`config.mk`:
```
export PLATFORM = sky130hd
export DESIGN_NAME = score_keeper
export DESIGN_NICKNAME = d
export VERILOG_FILES = /design/src/rtl/score_keeper.sv
export SDC_FILE = /design/constraint.sdc
export NUM_CORES = 1
export LEC_CHECK = 0
export ABC_CLOCK_PERIOD_IN_PS = 2600
export CAP_MARGIN = 20
export CORE_MARGIN = 2
export CORE_UTILIZATION = 25
export DETAILED_ROUTE_END_ITERATION = 10
export DONT_BUFFER_PORTS = 1
export PLACE_DENSITY = 0.48
export RECOVER_POWER = 25
export SLEW_MARGIN = 25
export SYNTH_ARGS = -nofsm -noshare
export SYNTH_HDL_FRONTEND = slang
export SYNTH_SLANG_ARGS = --single-unit
```
`constraint.sdc`:
```
create_clock -name clk_0 -period 2.6 [get_ports clk_0]
set_input_delay 0.65 -clock clk_0 [delete_from_list [all_inputs] [get_ports clk_0]]
set_output_delay 0.65 -clock clk_0 [all_outputs]
set_load 0.03 [all_outputs]
```
`src/rtl/score_keeper.sv`:
```
// Match-state controller: scores, serve pause, game-over and ball hold for a two-player game.
// Optional macro SCORE_BLINK_EN blinks the winner's digit while in game-over.
module score_keeper #(
  parameter int unsigned WIN_SCORE    = 9,
  parameter int unsigned PAUSE_FRAMES = 60,
  parameter int unsigned BLINK_FRAMES = 15
) (
  input  logic       clk_0,
  input  logic       rst,
  input  logic       frame_tick,
  input  logic       left_point,
  input  logic       right_point,
  input  logic       start_btn,
  output logic [3:0] left_digit,
  output logic [3:0] right_digit,
  output logic       ball_hold,
  output logic       serve_dir,
  output logic       game_over,
  output logic       winner
);

  typedef enum logic [1:0] {StIdle, StServe, StPlay, StGameOver} state_e;

  localparam logic [3:0] WinScore    = 4'(WIN_SCORE);
  localparam logic [7:0] PauseFrames = 8'(PAUSE_FRAMES);

  state_e     state_q, state_d;
  logic [7:0] pause_cnt_q, pause_cnt_d;
  logic [3:0] left_q, left_d, right_q, right_d;
  logic       serve_dir_q, serve_dir_d;
  logic       winner_q, winner_d;
  logic [3:0] left_digit_q, left_digit_d, right_digit_q, right_digit_d;
  logic       hold_q, hold_d;
  logic       game_over_q, game_over_d;

  // Button is idle-high, so the synchroniser resets high to avoid a spurious press.
  logic btn_sync1_q, btn_sync2_q, btn_prev_q, start_evt_q;

  always_ff @(posedge clk_0 or negedge rst) begin
    if (!rst) begin
      btn_sync1_q <= 1'b1;
      btn_sync2_q <= 1'b1;
      btn_prev_q  <= 1'b1;
      start_evt_q <= 1'b0;
    end else begin
      btn_sync1_q <= start_btn;
      btn_sync2_q <= btn_sync1_q;
      btn_prev_q  <= btn_sync2_q;
      start_evt_q <= btn_prev_q & ~btn_sync2_q;
    end
  end

  always_comb begin
    state_d     = state_q;
    pause_cnt_d = pause_cnt_q;
    left_d      = left_q;
    right_d     = right_q;
    serve_dir_d = serve_dir_q;
    winner_d    = winner_q;
    unique case (state_q)
      StIdle: begin
        left_d  = 4'd0;
        right_d = 4'd0;
        if (start_evt_q) begin
          state_d     = StServe;
          pause_cnt_d = 8'd0;
        end
      end
      StServe: begin
        if (frame_tick) begin
          pause_cnt_d = pause_cnt_q + 8'd1;
          if (pause_cnt_d == PauseFrames) state_d = StPlay;
        end
      end
      StPlay: begin
        // Simultaneous pulses cancel out entirely.
        if (left_point ^ right_point) begin
          serve_dir_d = right_point;
          state_d     = StServe;
          pause_cnt_d = 8'd0;
          if (left_point) begin
            left_d = left_q + 4'd1;
            if (left_d == WinScore) begin
              state_d  = StGameOver;
              winner_d = 1'b0;
            end
          end else begin
            right_d = right_q + 4'd1;
            if (right_d == WinScore) begin
              state_d  = StGameOver;
              winner_d = 1'b1;
            end
          end
        end
      end
      StGameOver: begin
        if (start_evt_q) begin
          left_d      = 4'd0;
          right_d     = 4'd0;
          winner_d    = 1'b0;
          serve_dir_d = 1'b0;
          state_d     = StServe;
          pause_cnt_d = 8'd0;
        end
      end
      default: state_d = StIdle;
    endcase
  end

  assign hold_d      = (state_d != StPlay);
  assign game_over_d = (state_d == StGameOver);

`ifdef SCORE_BLINK_EN
  localparam logic [7:0] BlinkFrames = 8'(BLINK_FRAMES);

  logic [7:0] blink_cnt_q, blink_cnt_d;
  logic       blink_off_q, blink_off_d;

  always_comb begin
    blink_cnt_d = blink_cnt_q;
    blink_off_d = blink_off_q;
    // Held clear outside game-over so each match end starts with the digit visible.
    if (state_d != StGameOver) begin
      blink_cnt_d = 8'd0;
      blink_off_d = 1'b0;
    end else if (frame_tick) begin
      if (blink_cnt_q + 8'd1 == BlinkFrames) begin
        blink_cnt_d = 8'd0;
        blink_off_d = ~blink_off_q;
      end else begin
        blink_cnt_d = blink_cnt_q + 8'd1;
      end
    end
  end

  always_ff @(posedge clk_0 or negedge rst) begin
    if (!rst) begin
      blink_cnt_q <= 8'd0;
      blink_off_q <= 1'b0;
    end else begin
      blink_cnt_q <= blink_cnt_d;
      blink_off_q <= blink_off_d;
    end
  end

  assign left_digit_d  = (blink_off_d && !winner_d) ? 4'hF : left_d;
  assign right_digit_d = (blink_off_d && winner_d) ? 4'hF : right_d;
`else
  logic unused_blink;
  assign unused_blink  = (BLINK_FRAMES == 0);
  assign left_digit_d  = left_d;
  assign right_digit_d = right_d;
`endif

  always_ff @(posedge clk_0 or negedge rst) begin
    if (!rst) begin
      state_q       <= StIdle;
      pause_cnt_q   <= 8'd0;
      left_q        <= 4'd0;
      right_q       <= 4'd0;
      serve_dir_q   <= 1'b0;
      winner_q      <= 1'b0;
      left_digit_q  <= 4'd0;
      right_digit_q <= 4'd0;
      hold_q        <= 1'b1;
      game_over_q   <= 1'b0;
    end else begin
      state_q       <= state_d;
      pause_cnt_q   <= pause_cnt_d;
      left_q        <= left_d;
      right_q       <= right_d;
      serve_dir_q   <= serve_dir_d;
      winner_q      <= winner_d;
      left_digit_q  <= left_digit_d;
      right_digit_q <= right_digit_d;
      hold_q        <= hold_d;
      game_over_q   <= game_over_d;
    end
  end

  assign left_digit  = left_digit_q;
  assign right_digit = right_digit_q;
  assign ball_hold   = hold_q;
  assign serve_dir   = serve_dir_q;
  assign game_over   = game_over_q;
  assign winner      = winner_q;

endmodule

```
# After elaboration in Yosys (flattened, before gate mapping)

Cells that the tools add are included.

Multiplexer cells: 27
Bitwise logic cells: 3
Shift operators: 0
$mul: 0
Equal/unequal tests: 16
Reductions and logical operators: 9
Div/mod/pow operators: 0
$add $sub $neg: 3
$lt $le $gt $ge: 0

Operator list:

| cell                  | number |
|---|---|
| $mux W8               | 3 |
| $pmux W4 S3           | 2 |
| $pmux W8 S3           | 1 |
| $mux W4               | 5 |
| $mux W2               | 7 |
| $ne A2 B2 Y1 const B  | 6 |
| $add A4 B1 Y4 const B | 2 |
| $add A8 B1 Y8 const B | 1 |
| $eq A4 B4 Y1 const B  | 2 |
| $eq A8 B6 Y1 const B  | 1 |
| $reduce_and A4 Y1     | 2 |
| $eq A2 B2 Y1 const B  | 3 |
| $mux W1               | 6 |
| $ne A3 B3 Y1 const B  | 2 |
| $pmux W2 S3           | 1 |
| $reduce_and A3 Y1     | 2 |
| $reduce_and A5 Y1     | 1 |
| $pmux W1 S2           | 2 |
| $reduce_bool A3 Y1    | 1 |
| $eq A2 B1 Y1 const B  | 1 |
| $logic_not A2 Y1      | 1 |
| $ne A2 B1 Y1 const B  | 1 |
| $reduce_bool A2 Y1    | 1 |
| $reduce_or A2 Y1      | 1 |
| 3 further kinds       | 3 |

Flip-flop bits (word level): 26
Memory bits (writable): 0
Word-level logic and storage cells: 70
Bits of input ports: 6
Latch bits: 0
Bits in read-only memories: 0
Memories kept: 0

# Logic depth before layout (Yosys ltp)

Word-level depth: 7
Mapped depth: 7
Depth with buffers taken out: 7

# Worst setup path after synthesis

OpenSTA, ideal clock, no wires.

Kind: input to register
Start: input left_point
End: register pause_cnt_q[0]
Path slack: 663 ps
Path buffers: 2
Stages: 5
Required time: 2464 ps
Library setup time: 136 ps
Arrival: 1800 ps
Cells stage by stage: buf_2 -> xnor2_1 -> a221o_1 -> clkbuf_1 -> o21ai_0

Longest elaborated chain between the ends: 3

RTL lines:

| what                        | line | source |
|---|---|---|
| start, declared             | 11   | `input logic left_point,` |
| $xor A1 B1 Y1               | 77   | `if (left_point ^ right_point) begin` |
| $ne A2 B2 Y1 (no line)      | n/a  |  |
| $reduce_and A3 Y1 (no line) | n/a  |  |
| end signal, assigned        | 169  | `pause_cnt_q <= pause_cnt_d;` |
| end, declared               | 28   | `logic [7:0] pause_cnt_q, pause_cnt_d;` |

No other way between the ends.
A chain may end at the register's enable or synchronous reset.

# Final worst setup path

Start: register state_q[0]
End: register hold_q (netlist: ball_hold)

Longest elaborated chain between the ends: 4

RTL lines:

| what                                                  | line | source |
|---|---|---|
| start, declared                                       | 27   | `state_e state_q, state_d;` |
| start signal, assigned                                | 157  | `state_q <= StIdle;` |
| start signal, assigned                                | 168  | `state_q <= state_d;` |
| $eq A2 B2 Y1, or another cell as far along            | 60   | `unique case (state_q)` |
| $reduce_or A2 Y1 (no line) or $mux W2 (tied branches) | n/a  |  |
| $pmux W2 S3 (*)                                       | 60   |  |
| $ne A2 B2 Y1 (*)                                      | 110  | `assign hold_d = (state_d != StPlay);` |
| named net hold_d                                      | 33   | `logic hold_q, hold_d;` |
| end signal, assigned                                  | 176  | `hold_q <= hold_d;` |
| end, declared                                         | 33   |  |

The timed path passes the listed nets; every way through them passes the cells marked *.

==> results.sh <==
export IMPL_arrival_ps=2350
export IMPL_rsz0062_at_grt="no"
export IMPL_grt_busiest_layer="met2"
export IMPL_ys_seq_area_share_pct=43.56
export IMPL_drv_slew=0
export IMPL_irDropWorstVdd_mv=0.2976
export IMPL_fmax_ghz=0.4656
export IMPL_yosys_warnings=0
export IMPL_synthTopCellsByArea="dfrtp_1 (37%), ha_1 (7.5%), dfstp_2 (7.0%), o21ai_0 (7.0%), nand2_1 (5.7%)"
export IMPL_status="complete, no violations"
export IMPL_cts_setup_buffers=0
export IMPL_slowest_delay_ps=480
export IMPL_hpwl_microns=2197
export IMPL_final_cell_mix="nand2_1 (23), dfrtp_1 (22), o21ai_0 (21)"
export IMPL_clock_sinks=26
export IMPL_clk_path_buf_depth=2
export IMPL_numPortBuffers=0
export IMPL_power_leakage_nw=0.6887
export IMPL_diodes=0
export IMPL_grt_pass1_wl_microns=5602
export IMPL_rows=28
export IMPL_start_util_pct=25.57
export IMPL_viasPerCell=4.823
export IMPL_cts_resized=0
export IMPL_crit_path_max_fanout=14
export IMPL_use_met3_pct=2.637
export IMPL_ant_nets=0
export IMPL_grt_max_degree=27
export IMPL_drc_errors=0
export IMPL_cts_hold_buf=0
export IMPL_cts_made_buffers=3
export IMPL_core_sq_um=5886
export IMPL_hp_class="in2async"
export IMPL_antenna_found_initial=0
export IMPL_fin_crit_sh_pct=82.61
export IMPL_syn_area_per_cell_sq_um=8.959
export IMPL_cp_top_family="simple AND/OR/NAND/NOR gates"
export IMPL_clkTransAtPathRegs_ps=90
export IMPL_cp_end_kind="flip-flop"
export IMPL_yosysUniqueCellTypes=35
export IMPL_clk_latency_ps=270
export IMPL_ys_seq_elements=26
export IMPL_use_met1_pct=15.09
export IMPL_yosysTopAreaCellShare_pct=36.58
export IMPL_worst_pin_slew_ps=625.2
export IMPL_cts_tree="done"
export IMPL_tns_ps=0
export IMPL_die_h_microns=81.60
export IMPL_reg2reg_slack_ps=450
export IMPL_final_common_cell="nand2_1"
export IMPL_htreeDepth=1
export IMPL_drive_gt1_share_pct=6.548
export IMPL_routed_wl_microns=3065
export IMPL_nNetsFinal=184
export IMPL_synth_largest_area_cell="dfrtp_1"
export IMPL_synth_fp_nets=183
export IMPL_boundaryPins=18
export IMPL_min_period_ps=2148
export IMPL_post_route_util_pct=27.66
export IMPL_drt_pass1_iterations=4
export IMPL_grt_overflow=0
export IMPL_met2_usage_pct=16.89
export IMPL_start_kind="flip-flop"
export IMPL_gr_usage_all_layers_pct=10.73
export IMPL_cp_slowest_cell="ha_1"
export IMPL_path_class="reg2reg"
export IMPL_finalClockSkew_ps=7.120
export IMPL_crit_top_cell="inv_1"
export IMPL_hold_violations=0
export IMPL_die_w_microns=81.60
export IMPL_maxCapViolCount=0
export IMPL_grt_pass1_vias=1163
export IMPL_wire_per_inst_microns=12.61
export IMPL_crit_buf_inv=2
export IMPL_ctsRootBufferMaster="clkbuf_8"
export IMPL_vias=1172
export IMPL_maxSlewHeadroom_pct=58.04
export IMPL_gp_routability_congestion=0.8268
export IMPL_area_growth_pct=8.146
export IMPL_setup_violations=0
export IMPL_p_per_area_nw_per_um2=638.9
export IMPL_cp_required_ps=2800
export IMPL_worstPathCellList="inv_1, ha_1, inv_1, nor3_1, a21boi_0, a211oi_1, or2_1"
export IMPL_drt_iter0_drc=82
export IMPL_dieArea_sq_um=6658
export IMPL_synthCells=168
export IMPL_syn_area_sq_um=1505
per-layer routing:
| layer | share of wire [%] | up-vias |
|---|---|---|
| li1 | - | 591 |
| met1 | 48 | 558 |
| met2 | 46 | 21 |
| met3 | 4.5 | 2 |
| met4 | 0.62 | 0 |
| met5 | 0 | - |
worst reg2reg max path, stage by stage (launching register included):
cell      delay (ps)
dfrtp_1          450
inv_1            100
ha_1             480
inv_1            240
nor3_1           270
a21boi_0         200
a211oi_1         100
or2_1            230
registers in the layout, summed over array words and instances, names as in the netlist:
name	flops
pause_cnt_q	8
start_evt_q	1
left_digit	4
serve_dir	1
right_digit	4
btn_prev_q	1
btn_sync1_q	1
ball_hold	1
game_over	1
winner	1
state_q	2
btn_sync2_q	1
final timing paths:
kind,end,from,cells past startpoint
hold / removal,pause_cnt_q[2],rst,0
hold reg to reg,btn_sync2_q,btn_sync1_q,0
setup reg to reg,ball_hold,state_q[0],7
max in group asynchronous,ball_hold,rst,0
min in group clk_0,btn_sync2_q,btn_sync1_q,0
setup / recovery,ball_hold,state_q[0],7
area by class of cell:
cell class / count / area [sq um]
Clock buffer: 4 / 45.04
Fill cell: 632 / 4258
Inverter: 11 / 41.29
Multi-Input combinational cell: 127 / 792.0
Sequential cell: 26 / 655.6
Tap cell: 75 / 93.84
cell families (layout without fill, tap and decap cells):
group,after synthesis,count (layout),synth area share (%)
mux,4,4,2.743
buf+inv,15,15,3.823
compound gates,46,46,19.62
fa+ha+maj,9,9,7.481
simple gates,65,65,21.03
flops,26,26,43.56
xor+xnor,3,3,1.746
synth_stat cells:
library cell  instances
o311ai_0              2
a22o_1                6
o21ai_1               1
or3_1                 1
clkbuf_1              3
a211oi_1              1
xnor2_1               2
nand4b_1              1
nand2_1              23
a21o_1                3
a221o_1               1
nand2b_1              3
a21oi_1               6
or2_1                 1
o2111ai_1             1
dfrtp_1              22
inv_1                11
nand3_1               7
dfstp_2               4
ha_1                  9
nand4_1               3
nor2_1               11
a21boi_0              2
nor2b_1               4
buf_2                 1
mux2i_1               3
nor3_1                8
o211ai_2              1
or3_4                 1
and3b_1               1
o21ai_0              21
xor2_1                1
or4b_1                1
mux2_2                1
a21oi_2               1
power by group:
part | switching, W | internal [W] | leakage (nW)
sequential | 0.0000792 | 0.000462 | 0.341
clock | 0.000123 | 0.000110 | 0.0228
combinational | 0.000171 | 0.0000956 | 0.325
total | 0.000373 | 0.000667 | 0.689
stage by stage:
stage / area, sq um / cells / setup slack (ps) / total power (W) / hold slack [ps]
finish: 1628 / 243 / 452.0 / 0.001040 / 62.52
global route: 1628 / 243 / 211.4 / 0.001138 / 37.29
CTS: 1628 / 243 / 421.7 / 0.001064 / 50.79
detailed placement: 1583 / 239 / 436.0 / 0.0008183 / 347.9
global placement: 1583 / 239 / 456.8 / 0.0008176 / 346.5
floorplan: 1505 / 168 / 663.4 / 0.0007522 / 345.2
No activity file was read; power rests on OpenSTA's default activity.
